### src/rtl/gf180mcu_fd_sc_mcu7t5v0__dffnrnq_stim_pkg.sv
// Shared types and constants for the dffnrnq stimulus sequencer.
// Holds the FSM state set, the LFSR taps and the checker constants.
package gf180mcu_fd_sc_mcu7t5v0__dffnrnq_stim_pkg;

  typedef enum logic [3:0] {
    ST_IDLE     = 4'd0,
    ST_PRIME_HI = 4'd1,
    ST_PRIME_LO = 4'd2,
    ST_RST_A    = 4'd3,
    ST_RST_B    = 4'd4,
    ST_RECOVER  = 4'd5,
    ST_B_SETUP  = 4'd6,
    ST_B_FALL   = 4'd7,
    ST_B_HOLD   = 4'd8,
    ST_B_CHECK  = 4'd9,
    ST_DONE     = 4'd10
  } state_e;

  // Taps 16,14,13,11 expressed as bit positions 15,13,12,10 of a left-shifting register.
  localparam logic [15:0] LFSR_TAPS = 16'hB400;

  localparam int ERR_CNT_W = 8;

  localparam logic [7:0] FIRST_ERR_NONE = 8'hFF;

  // Bit shifted into position 0 on the next LFSR step.
  function automatic logic lfsr_fb(input logic [15:0] q);
    return ^(q & LFSR_TAPS);
  endfunction

endpackage

### src/rtl/gf180mcu_fd_sc_mcu7t5v0__stim_lfsr16.sv
// 16-bit Fibonacci LFSR producing the capture pattern; output bit is Q[0].
// LOAD takes priority over STEP.
module gf180mcu_fd_sc_mcu7t5v0__stim_lfsr16
  import gf180mcu_fd_sc_mcu7t5v0__dffnrnq_stim_pkg::*;
(
  input  logic        CLK,
  input  logic        RST,
  input  logic        LOAD,
  input  logic [15:0] SEED,
  input  logic        STEP,
  output logic [15:0] Q
);

  logic [15:0] lfsr_q;
  logic [15:0] lfsr_d;

  always_comb begin
    lfsr_d = lfsr_q;
    if (LOAD) begin
      lfsr_d = SEED;
    end else if (STEP) begin
      lfsr_d = {lfsr_q[14:0], lfsr_fb(lfsr_q)};
    end
  end

  always_ff @(posedge CLK) begin
    if (RST) begin
      lfsr_q <= SEED;
    end else begin
      lfsr_q <= lfsr_d;
    end
  end

  assign Q = lfsr_q;

endmodule

### src/rtl/gf180mcu_fd_sc_mcu7t5v0__dffnrnq_stim.sv
// Stimulus sequencer for one negedge, async-low-reset D flop: primes it, checks
// reset, then captures and checks an LFSR pattern, reporting pass/fail.
module gf180mcu_fd_sc_mcu7t5v0__dffnrnq_stim
  import gf180mcu_fd_sc_mcu7t5v0__dffnrnq_stim_pkg::*;
#(
  parameter int          NBITS = 16,
  parameter logic [15:0] SEED  = 16'hACE1
) (
  input  logic       CLK,
  input  logic       RST,
  input  logic       START,
  input  logic       Q_I,
  output logic       CLKN_O,
  output logic       D_O,
  output logic       RN_O,
  output logic       BUSY,
  output logic       DONE,
  output logic       PASS,
  output logic       RST_FAIL,
  output logic [7:0] ERR_CNT,
  output logic [7:0] FIRST_ERR_IDX
);

  localparam logic [7:0] LAST_IDX = 8'(NBITS - 1);

  state_e                 state_q, state_d;
  logic                   start_q;
  logic [7:0]             bit_idx_q, bit_idx_d;
  logic                   clkn_q, clkn_d;
  logic                   d_q, d_d;
  logic                   rn_q, rn_d;
  logic                   busy_q, busy_d;
  logic                   done_q, done_d;
  logic                   pass_q, pass_d;
  logic                   rst_fail_q, rst_fail_d;
  logic [ERR_CNT_W-1:0]   err_cnt_q, err_cnt_d;
  logic [7:0]             first_err_q, first_err_d;

  logic                   lfsr_load;
  logic                   lfsr_step;
  logic [15:0]            lfsr_q;
  logic                   setup_bit;

  gf180mcu_fd_sc_mcu7t5v0__stim_lfsr16 u_lfsr (
    .CLK  (CLK),
    .RST  (RST),
    .LOAD (lfsr_load),
    .SEED (SEED),
    .STEP (lfsr_step),
    .Q    (lfsr_q)
  );

  always_comb begin
    state_d     = state_q;
    bit_idx_d   = bit_idx_q;
    pass_d      = pass_q;
    rst_fail_d  = rst_fail_q;
    err_cnt_d   = err_cnt_q;
    first_err_d = first_err_q;
    lfsr_load   = 1'b0;
    lfsr_step   = 1'b0;

    unique case (state_q)
      ST_IDLE: begin
        if (start_q) begin
          state_d     = ST_PRIME_HI;
          lfsr_load   = 1'b1;
          pass_d      = 1'b0;
          rst_fail_d  = 1'b0;
          err_cnt_d   = '0;
          first_err_d = FIRST_ERR_NONE;
        end
      end
      ST_PRIME_HI: state_d = ST_PRIME_LO;
      ST_PRIME_LO: state_d = ST_RST_A;
      ST_RST_A:    state_d = ST_RST_B;
      ST_RST_B: begin
        // RN has been low for two cycles, so Q must already read 0.
        if (Q_I != 1'b0) begin
          rst_fail_d = 1'b1;
        end
        state_d = ST_RECOVER;
      end
      ST_RECOVER: begin
        bit_idx_d = '0;
        state_d   = ST_B_SETUP;
      end
      ST_B_SETUP: state_d = ST_B_FALL;
      ST_B_FALL:  state_d = ST_B_HOLD;
      ST_B_HOLD:  state_d = ST_B_CHECK;
      ST_B_CHECK: begin
        lfsr_step = 1'b1;
        if (Q_I != d_q) begin
          if (err_cnt_q != {ERR_CNT_W{1'b1}}) begin
            err_cnt_d = err_cnt_q + 1'b1;
          end
          if (first_err_q == FIRST_ERR_NONE) begin
            first_err_d = bit_idx_q;
          end
        end
        if (bit_idx_q < LAST_IDX) begin
          bit_idx_d = bit_idx_q + 8'd1;
          state_d   = ST_B_SETUP;
        end else begin
          // Verdict lands together with DONE so both are valid in the same cycle.
          pass_d  = (err_cnt_d == '0) && !rst_fail_q;
          state_d = ST_DONE;
        end
      end
      ST_DONE: state_d = ST_IDLE;
      default: state_d = ST_IDLE;
    endcase
  end

  // The LFSR steps on the same edge that re-enters B_SETUP, so the next
  // pattern bit has to be taken from the feedback rather than lfsr_q[0].
  assign setup_bit = (state_q == ST_B_CHECK) ? lfsr_fb(lfsr_q) : lfsr_q[0];

  always_comb begin
    clkn_d = 1'b1;
    rn_d   = 1'b1;
    d_d    = d_q;
    unique case (state_d)
      ST_IDLE:     d_d = 1'b0;
      ST_PRIME_HI: d_d = 1'b1;
      ST_PRIME_LO: begin
        d_d    = 1'b1;
        clkn_d = 1'b0;
      end
      ST_RST_A:    rn_d = 1'b0;
      ST_RST_B:    rn_d = 1'b0;
      ST_RECOVER:  d_d = 1'b0;
      ST_B_SETUP:  d_d = setup_bit;
      ST_B_FALL:   clkn_d = 1'b0;
      ST_B_HOLD:   d_d = d_q;
      ST_B_CHECK:  d_d = d_q;
      ST_DONE:     d_d = 1'b0;
      default:     d_d = 1'b0;
    endcase
    busy_d = (state_d != ST_IDLE) && (state_d != ST_DONE);
    done_d = (state_d == ST_DONE);
  end

  always_ff @(posedge CLK) begin
    if (RST) begin
      state_q     <= ST_IDLE;
      start_q     <= 1'b0;
      bit_idx_q   <= '0;
      clkn_q      <= 1'b1;
      d_q         <= 1'b0;
      rn_q        <= 1'b1;
      busy_q      <= 1'b0;
      done_q      <= 1'b0;
      pass_q      <= 1'b0;
      rst_fail_q  <= 1'b0;
      err_cnt_q   <= '0;
      first_err_q <= FIRST_ERR_NONE;
    end else begin
      state_q     <= state_d;
      start_q     <= START;
      bit_idx_q   <= bit_idx_d;
      clkn_q      <= clkn_d;
      d_q         <= d_d;
      rn_q        <= rn_d;
      busy_q      <= busy_d;
      done_q      <= done_d;
      pass_q      <= pass_d;
      rst_fail_q  <= rst_fail_d;
      err_cnt_q   <= err_cnt_d;
      first_err_q <= first_err_d;
    end
  end

  assign CLKN_O        = clkn_q;
  assign D_O           = d_q;
  assign RN_O          = rn_q;
  assign BUSY          = busy_q;
  assign DONE          = done_q;
  assign PASS          = pass_q;
  assign RST_FAIL      = rst_fail_q;
  assign ERR_CNT       = err_cnt_q;
  assign FIRST_ERR_IDX = first_err_q;

endmodule

### config.mk
export PLATFORM = sky130hd
export DESIGN_NAME = gf180mcu_fd_sc_mcu7t5v0__dffnrnq_stim
export DESIGN_NICKNAME = d
export VERILOG_FILES = /design/src/rtl/gf180mcu_fd_sc_mcu7t5v0__dffnrnq_stim_pkg.sv /design/src/rtl/gf180mcu_fd_sc_mcu7t5v0__stim_lfsr16.sv /design/src/rtl/gf180mcu_fd_sc_mcu7t5v0__dffnrnq_stim.sv
export SDC_FILE = /design/constraint.sdc
export NUM_CORES = 1
export LEC_CHECK = 0
export CORE_ASPECT_RATIO = 0.5
export CORE_MARGIN = 3
export CORE_UTILIZATION = 40
export DETAILED_ROUTE_END_ITERATION = 10
export MAX_ROUTING_LAYER = met4
export SLEW_MARGIN = 20
export SYNTH_ARGS = -nofsm -noshare
export SYNTH_HDL_FRONTEND = slang
export SYNTH_HIERARCHICAL = 1
export SYNTH_SLANG_ARGS = --single-unit
export TNS_END_PERCENT = 20
### constraint.sdc
create_clock -name CLK -period 2.3 [get_ports CLK]
set_clock_uncertainty 0.15 [all_clocks]
set_input_delay 0.46 -clock CLK [delete_from_list [all_inputs] [get_ports CLK]]
set_output_delay 0.46 -clock CLK [all_outputs]
set_load 0.05 [all_outputs]
Word-level counts from Yosys, hierarchy flattened
Index checks and enable logic that the tools add are counted.
{ "word_totals": {"reg_bits": 52, "latchBits": 0, "mem_bits_rw": 0, "rom_bits": 0, "inputBits": 4, "wordCells": 90, "n_memories": 0} }
{ "op_classes": {"addsub": 2, "mul": 0, "div": 0, "magnitude_cmp": 1, "eq_ne": 28, "shift": 0, "mux": 26, "bitwise_logic": 0, "reduce_logical": 20} }
{ "ops": {"columns": ["operator", "n"], "rows": [
  ["$mux W8", 8],
  ["$pmux W8 S2", 3],
  ["$pmux W4 S10", 1],
  ["$eq A4 B3 Y1 const B", 7],
  ["$eq A4 B4 Y1 const B", 5],
  ["$add A8 B1 Y8 const B", 2],
  ["$eq A4 B2 Y1 const B", 4],
  ["$reduce_xor A16 Y1", 1],
  ["$ne A2 B2 Y1 const B", 6],
  ["$mux W1", 9],
  ["$eq A4 B1 Y1 const B", 2],
  ["$eq A8 B8 Y1 const B", 1],
  ["$logic_not A8 Y1", 1],
  ["$lt A8 B4 Y1 const B", 1],
  ["$mux W4", 2],
  ["$ne A8 B8 Y1 const B", 1],
  ["$reduce_or A2 Y1", 4],
  ["$reduce_and A3 Y1", 2],
  ["$reduce_bool A2 Y1", 3],
  ["$reduce_or A5 Y1", 1],
  ["$logic_not A4 Y1", 1],
  ["$ne A4 B4 Y1 const B", 1],
  ["$pmux W1 S2", 2],
  ["$reduce_and A2 Y1", 2],
  ["6 further kinds", 7]
]} }

Depth between registers and ports, before layout
Gate-level depths: netlist of run 1.
{ "depth": {"ltp_word": 8, "ltp_mapped": 8, "mapped_depth_nobuf": 6} }

Cells and area by module
Netlist of run 1, hierarchy kept.
{ "by_module_without_submodules": {"columns": ["mod", "n_inst", "cells_per_inst", "area_per_inst_um2", "seq_area_each_um2"], "rows": [
  ["gf180mcu_fd_sc_mcu7t5v0__dffnrnq_stim", 1, 212, 1798.0, 720.7],
  ["gf180mcu_fd_sc_mcu7t5v0__stim_lfsr16", 1, 39, 753.2, 480.5]
]} }

Least setup slack after synthesis of run 1
Ideal clock, no wire load.
{ "synth_timing": {"kind": "reg2reg", "from": "register err_cnt_q[0] (netlist: ERR_CNT[0])", "to": "register pass_q (netlist: PASS)", "arrival_time_ps": 1958, "required_time_ps": 2091, "path_slack_ps": 132, "stages_incl_launch_ff": 7, "n_path_buf": 0, "period_less_slack_ps": 2168, "cell_sequence": "dfxtp_1 -> ha_1 -> and3_1 -> nand4_1 -> mux2_2 -> nor4_2 -> a31o_1"} }
{ "synth_between": {"elab_chain_len": 8, "word_cells_on_any_way": 9, "cone_classes": "1 x add/sub; 1 x eq/ne; 5 x mux; 2 x reduce/logical"} }
{ "synth_lines": {"columns": ["element", "line", "source"], "rows": [
  ["start, declared", "gf180mcu_fd_sc_mcu7t5v0__dffnrnq_stim.sv:36", "logic [ERR_CNT_W-1:0] err_cnt_q, err_cnt_d;"],
  ["start signal, assigned", "gf180mcu_fd_sc_mcu7t5v0__dffnrnq_stim.sv:169", "err_cnt_q <= err_cnt_d;"],
  ["$add A8 B1 Y8 / $ne A8 B8 Y1 (equally long branches)", "gf180mcu_fd_sc_mcu7t5v0__dffnrnq_stim.sv:95, gf180mcu_fd_sc_mcu7t5v0__dffnrnq_stim.sv:94", null],
  ["$mux W8", "gf180mcu_fd_sc_mcu7t5v0__dffnrnq_stim.sv:94", "if (err_cnt_q != {ERR_CNT_W{1'b1}}) begin"],
  ["$mux W8 (*)", "gf180mcu_fd_sc_mcu7t5v0__dffnrnq_stim.sv:93", "if (Q_I != d_q) begin"],
  ["$mux W8 (*)", "gf180mcu_fd_sc_mcu7t5v0__dffnrnq_stim.sv:63", "unique case (state_q)"],
  ["$logic_not A8 Y1 (*)", "gf180mcu_fd_sc_mcu7t5v0__dffnrnq_stim.sv:106", "pass_d = (err_cnt_d == '0) && !rst_fail_q;"],
  ["$logic_and A1 B1 Y1 (*)", "gf180mcu_fd_sc_mcu7t5v0__dffnrnq_stim.sv:106", null],
  ["$mux W1 (*)", "gf180mcu_fd_sc_mcu7t5v0__dffnrnq_stim.sv:101", "if (bit_idx_q < LAST_IDX) begin"],
  ["$pmux W1 S2 (*)", "gf180mcu_fd_sc_mcu7t5v0__dffnrnq_stim.sv:63", null],
  ["end signal, assigned", "gf180mcu_fd_sc_mcu7t5v0__dffnrnq_stim.sv:167", "pass_q <= pass_d;"],
  ["end, declared", "gf180mcu_fd_sc_mcu7t5v0__dffnrnq_stim.sv:34", "logic pass_q, pass_d;"]
]} }
Every way passes the cells marked *; elsewhere a longest branch is shown, timed or not. The select of a mux whose other input is x is not followed.
A chain may end at the register's enable or synchronous reset.

Final worst setup path of run 1
{ "layout_timing": {"from": "register err_cnt_q[5] (netlist: ERR_CNT[5])", "to": "output port ERR_CNT[5]"} }
{ "layout_rtl": {"columns": ["element", "line", "source"], "rows": [
  ["end, declared", "gf180mcu_fd_sc_mcu7t5v0__dffnrnq_stim.sv:20", "output logic [7:0] ERR_CNT,"]
]} }
No word-level cell between the ends.

==> results.md, run 1 <==
Outcome:
- The run finished with clean final reports.

Power and ir drop:
- Per report_power, the sequential group accounts for between 50 and 60% of the total.
- The total internal power is roughly 1.5 mW.
- The share of total power dissipated in combinational logic is between 10% and 20%.
- Dividing total power by cell area gives a power density of about 640 nW/um2.
- Net switching is roughly a quarter of the power.
- The clock network fraction of design power is between 30% and 40%.
- The static leakage is ~1.2 nW.
- The worst-case vdd ir drop is around 0.00034 V.
- For this design the total switching power over the nets is 0.489 mW.

Floorplan:
- Row generation in the floorplan step produced 19 rows.
- The die is 62.5 um tall.
- The die is ~120 um wide.
- 27 I/O pins were placed.
- The die covers 7430 um2.
- Once the floorplan was initialized, standard cells occupied 43.8% of the core.
- The core outline area is about 5800 um2.

Worst setup path:
- On the critical path the largest part of the delay comes from buffers and inverters.
- STA classifies the critical path endpoint as an output pin.
- The count of buffering cells on the critical path with inverters included is 1.
- The slowest stage cell on the critical path is clkdlybuf4s50_1.
- In this run the worst path has a maximum fanout of 8.
- STA puts the critical path data required time at roughly 1.7 ns.
- The type of the worst setup path is reg2out.
- The largest single stage delay on the critical path is roughly 0.85 ns.
- The kind of start point of the critical path is a register.
- Data arrives at the worst endpoint at 1.59 ns.
- In this run the number of cells on the critical path is 1.
- For the worst flop-to-flop path, the logic depth is 5.
- The critical path goes through clkdlybuf4s50_1.

GRT:
- The first global-routing pass estimated roughly 9500 um of wire.
- In the global route stage, overall resource usage came out at ~16%.
- The via count of the first global-routing pass is between 1,500 and 2,000.
- The global route total overflow is 0.
- The initial antenna violation count was 0.
- Entering global routing, the biggest net connects 18 pins.

Synth:
- Counting distinct cell types in the post-synthesis netlist gives 51.
- The cell area that synthesis handed to floorplanning was roughly 2600 um2.
- Yosys mapped a number of flops with a built-in enable equal to 16.
- The number of standard cells after synthesis is approximately 250.
- Averaged over all synthesized cells, the footprint is 10.2 um2.
- During synthesis, Yosys emitted a total of 6 warnings.
- After synthesis, flip-flops and latches occupy a little under half of the total area.
- Among all flip-flop cells after synthesis, the most frequent one is dfxtp_1.
- The async set or reset register ratio after synthesis is 0%.
- In this run, synthesis produced a sequential element count of 52.

Drt:
- The number of vias per cell after detailed routing is between 5 and 6.
- The overall routed net length is 5440 um.
- The post-route antenna net violation count is 0.
- The violation count after the first detailed-route iteration is roughly 110.
- Dividing the detail-routed wire length by the instance count gives between 10 and 15 um.
- Across all layers, the routed design uses 1,987 vias.
- The number of search-and-repair iterations in the first detailed-routing pass is 4.
- The DRC violation count after routing is 0.

STA:
- The summed negative setup slack over all endpoints is 0 ns.
- Headroom to the max-slew limit came out at between 60% and 70%.
- The total count of max-transition violations in the final report is 0.
- The worst path needs roughly 2.2 ns of the cycle, external delays included.
- The achievable frequency is roughly 460 MHz.
- The number of hold-slack violations in the final timing report was 0.
- The final period utilization is between 90% and 100%.
- The transition time at the pin with the least slew margin is between 0.5 and 0.6 ns.
- The final setup violation count is 0.
- Setup repair after global routing left no endpoint under its margin.

Clock network:
- The CTS tree is yes.
- Post-CTS timing repair inserted 0 buffers for setup.
- The clock sink count is between 50 and 60.
- After clock tree synthesis, the clock-pin slew on the worst setup and hold paths is 0.06 ns.
- The tree is rooted in a clkbuf_16.
- The maximum level of the CTS H-tree is 2.
- The longest clock path from root to sink contains 2 buffers.
- Buffers inserted during clock tree synthesis total 5.
- The clock insertion delay at the later pin of the skew report is between 0.2 and 0.3 ns.

Placed design:
- The HPWL reported at the end of detailed placement is between 3000 and 4000 um.
- The count of buffers added on input and output ports is 26.
- The final estimated routing congestion in global placement is 0.816.

Finish:
- Cells fill 53.8% of the core in the end.
- The net count of the finished layout is 304.
- The total of fill cells in the finished design is 560.
- The growth of design area from synthesis to finish is 22.8%.
- The repair_antennas step left the layout with diodes totalling 0.
- The proportion of layout cells with a drive suffix above 1 is 16.1%.
- The library cells used most frequently in the layout, excluding fill and tap cells, are dfxtp_1 (36), clkdlybuf4s50_1 (23), nand2_1 (18).
- In the final layout, flip-flops and latches occupy between 1000 and 1500 um2.
- In the final layout, the multi-input gates occupy 1310 um2.
- Leaving out fill and tap cells, the most frequent cell in the layout is dfxtp_1.

Worst hold path:
- The depth of the worst hold-timing path is 1.
- The worst min-delay path category is reg2reg.

Run:
- The number of maximum-capacitance violations is 0.
==> logic make-up (layout without fill, tap and decap cells) <==
kind of cell / Yosys count / count (layout) / synth area share (%)
buffers and inverters: 16 / 50 / 3.58
xor gates and xnor gates: 11 / 11 / 3.78
muxes: 20 / 20 / 9.91
and+or+nand+nor: 99 / 99 / 22.0
AOI/OAI and AO/OA: 49 / 49 / 12.4
DFF: 52 / 52 / 47.1
other: 2 / 16 / 0.294
adders and majority gates: 2 / 2 / 0.981
==> cell type report <==
class,count,share of cell area (%)
clock buffer,6,4.11
clock inverter,2,0.359
inverter,2,0.240
multi-input combinational,197,41.9
sequential,52,38.3
tap,84,3.35
timing repair buffer,40,11.7
==> per-stage QoR <==
step / hold slack (ns) / power (mW) / setup WS, ns / cell area (um2) / std cells
detailed placement: 0.343 / 1.30 / -0.126 / 2990 / 375
global placement: 0.345 / 1.30 / -0.0780 / 2990 / 375
finish: 0.353 / 2.01 / 0.104 / 3130 / 383
CTS: 0.352 / 2.04 / 0.0235 / 3130 / 383
global route: 0.372 / 2.10 / 0.0102 / 3130 / 383
floorplan: 0.325 / 1.23 / 0.132 / 2600 / 265
==> routing by layer <==
layer	track usage (%)	vias to the layer above	share of wire (%)
met5	-	-	0
met3	4.07	4	3.7
met1	20.5	955	51
met4	4.04	0	0.53
met2	24.5	32	45
li1	-	996	-
==> Yosys cell counts, types with 7 or more instances <==
| cell type | number | area (um2) |
|---|---|---|
| nand2_1 | 18 | 67.6 |
| o22ai_1 | 8 | 50.1 |
| mux2_2 | 10 | 113 |
| mux2_4 | 8 | 120 |
| dfxtp_1 | 36 | 721 |
| a21oi_1 | 15 | 75.1 |
| nor2_1 | 14 | 52.6 |
| nand2b_1 | 14 | 87.6 |
| xnor2_1 | 7 | 61.3 |
| nor3_1 | 8 | 40.0 |
| nand3_1 | 9 | 45.0 |
| edfxtp_1 | 16 | 480 |
==> flip-flops by register name, summed over array words and instances (netlist names) <==
signal / cells
RST_FAIL: 1
DONE: 1
u_lfsr/Q: 16
RN_O: 1
PASS: 1
CLKN_O: 1
start_q: 1
bit_idx_q: 8
ERR_CNT: 8
state_q: 4
FIRST_ERR_IDX: 8
BUSY: 1
D_O: 1
==> timing repair <==
action | CTS | global route
setup endpoints to repair | 0 | 2
hold buffers | 0 | 0
gates resized for setup | 0 | 2
endpoints found under the hold margin | 0 | 0
==> final timing paths <==
path              slack, ns                       from                       endpoint
hold reg to reg        0.35  bit_idx_q[7]$_SDFFE_PP0P_      bit_idx_q[7]$_SDFFE_PP0P_
setup reg to reg       0.14      state_q[0]$_SDFF_PP0_  FIRST_ERR_IDX[6]$_SDFFE_PP1P_
setup / recovery       0.10    ERR_CNT[5]$_SDFFE_PP0P_                     ERR_CNT[5]
hold / removal         0.35  bit_idx_q[7]$_SDFFE_PP0P_      bit_idx_q[7]$_SDFFE_PP0P_
==> power groups by stage <==
stage          combinational, mW  clock [mW]  sequential, mW
4_1_cts                    0.257       0.754            1.03
3_5_place_dp               0.256           0            1.05
2_1_floorplan              0.171           0            1.06
3_3_place_gp               0.252           0            1.05
5_1_grt                    0.282       0.791            1.03
6_report                   0.255       0.727            1.03
Note: power is estimated with default switching activity, not from simulation.
==> run 2, diff against run 1 <==
--- a/config.mk
+++ b/config.mk
@@ -9,6 +9,7 @@
 export CORE_MARGIN = 3
 export CORE_UTILIZATION = 40
 export DETAILED_ROUTE_END_ITERATION = 10
+export GPL_ROUTABILITY_DRIVEN = 0
 export MAX_ROUTING_LAYER = met4
 export SLEW_MARGIN = 20
 export SYNTH_ARGS = -nofsm -noshare
==> results of run 2 <==
No change in the layout: final DEF, timing and power equal those of run 1.
==> run 3, diff against run 2 <==
--- a/config.mk
+++ b/config.mk
@@ -5,6 +5,7 @@
 export SDC_FILE = /design/constraint.sdc
 export NUM_CORES = 1
 export LEC_CHECK = 0
+export CAP_MARGIN = 20
 export CORE_ASPECT_RATIO = 0.5
 export CORE_MARGIN = 3
 export CORE_UTILIZATION = 40
==> results of run 3 <==
No change in the layout: final DEF, timing and power equal those of run 1.
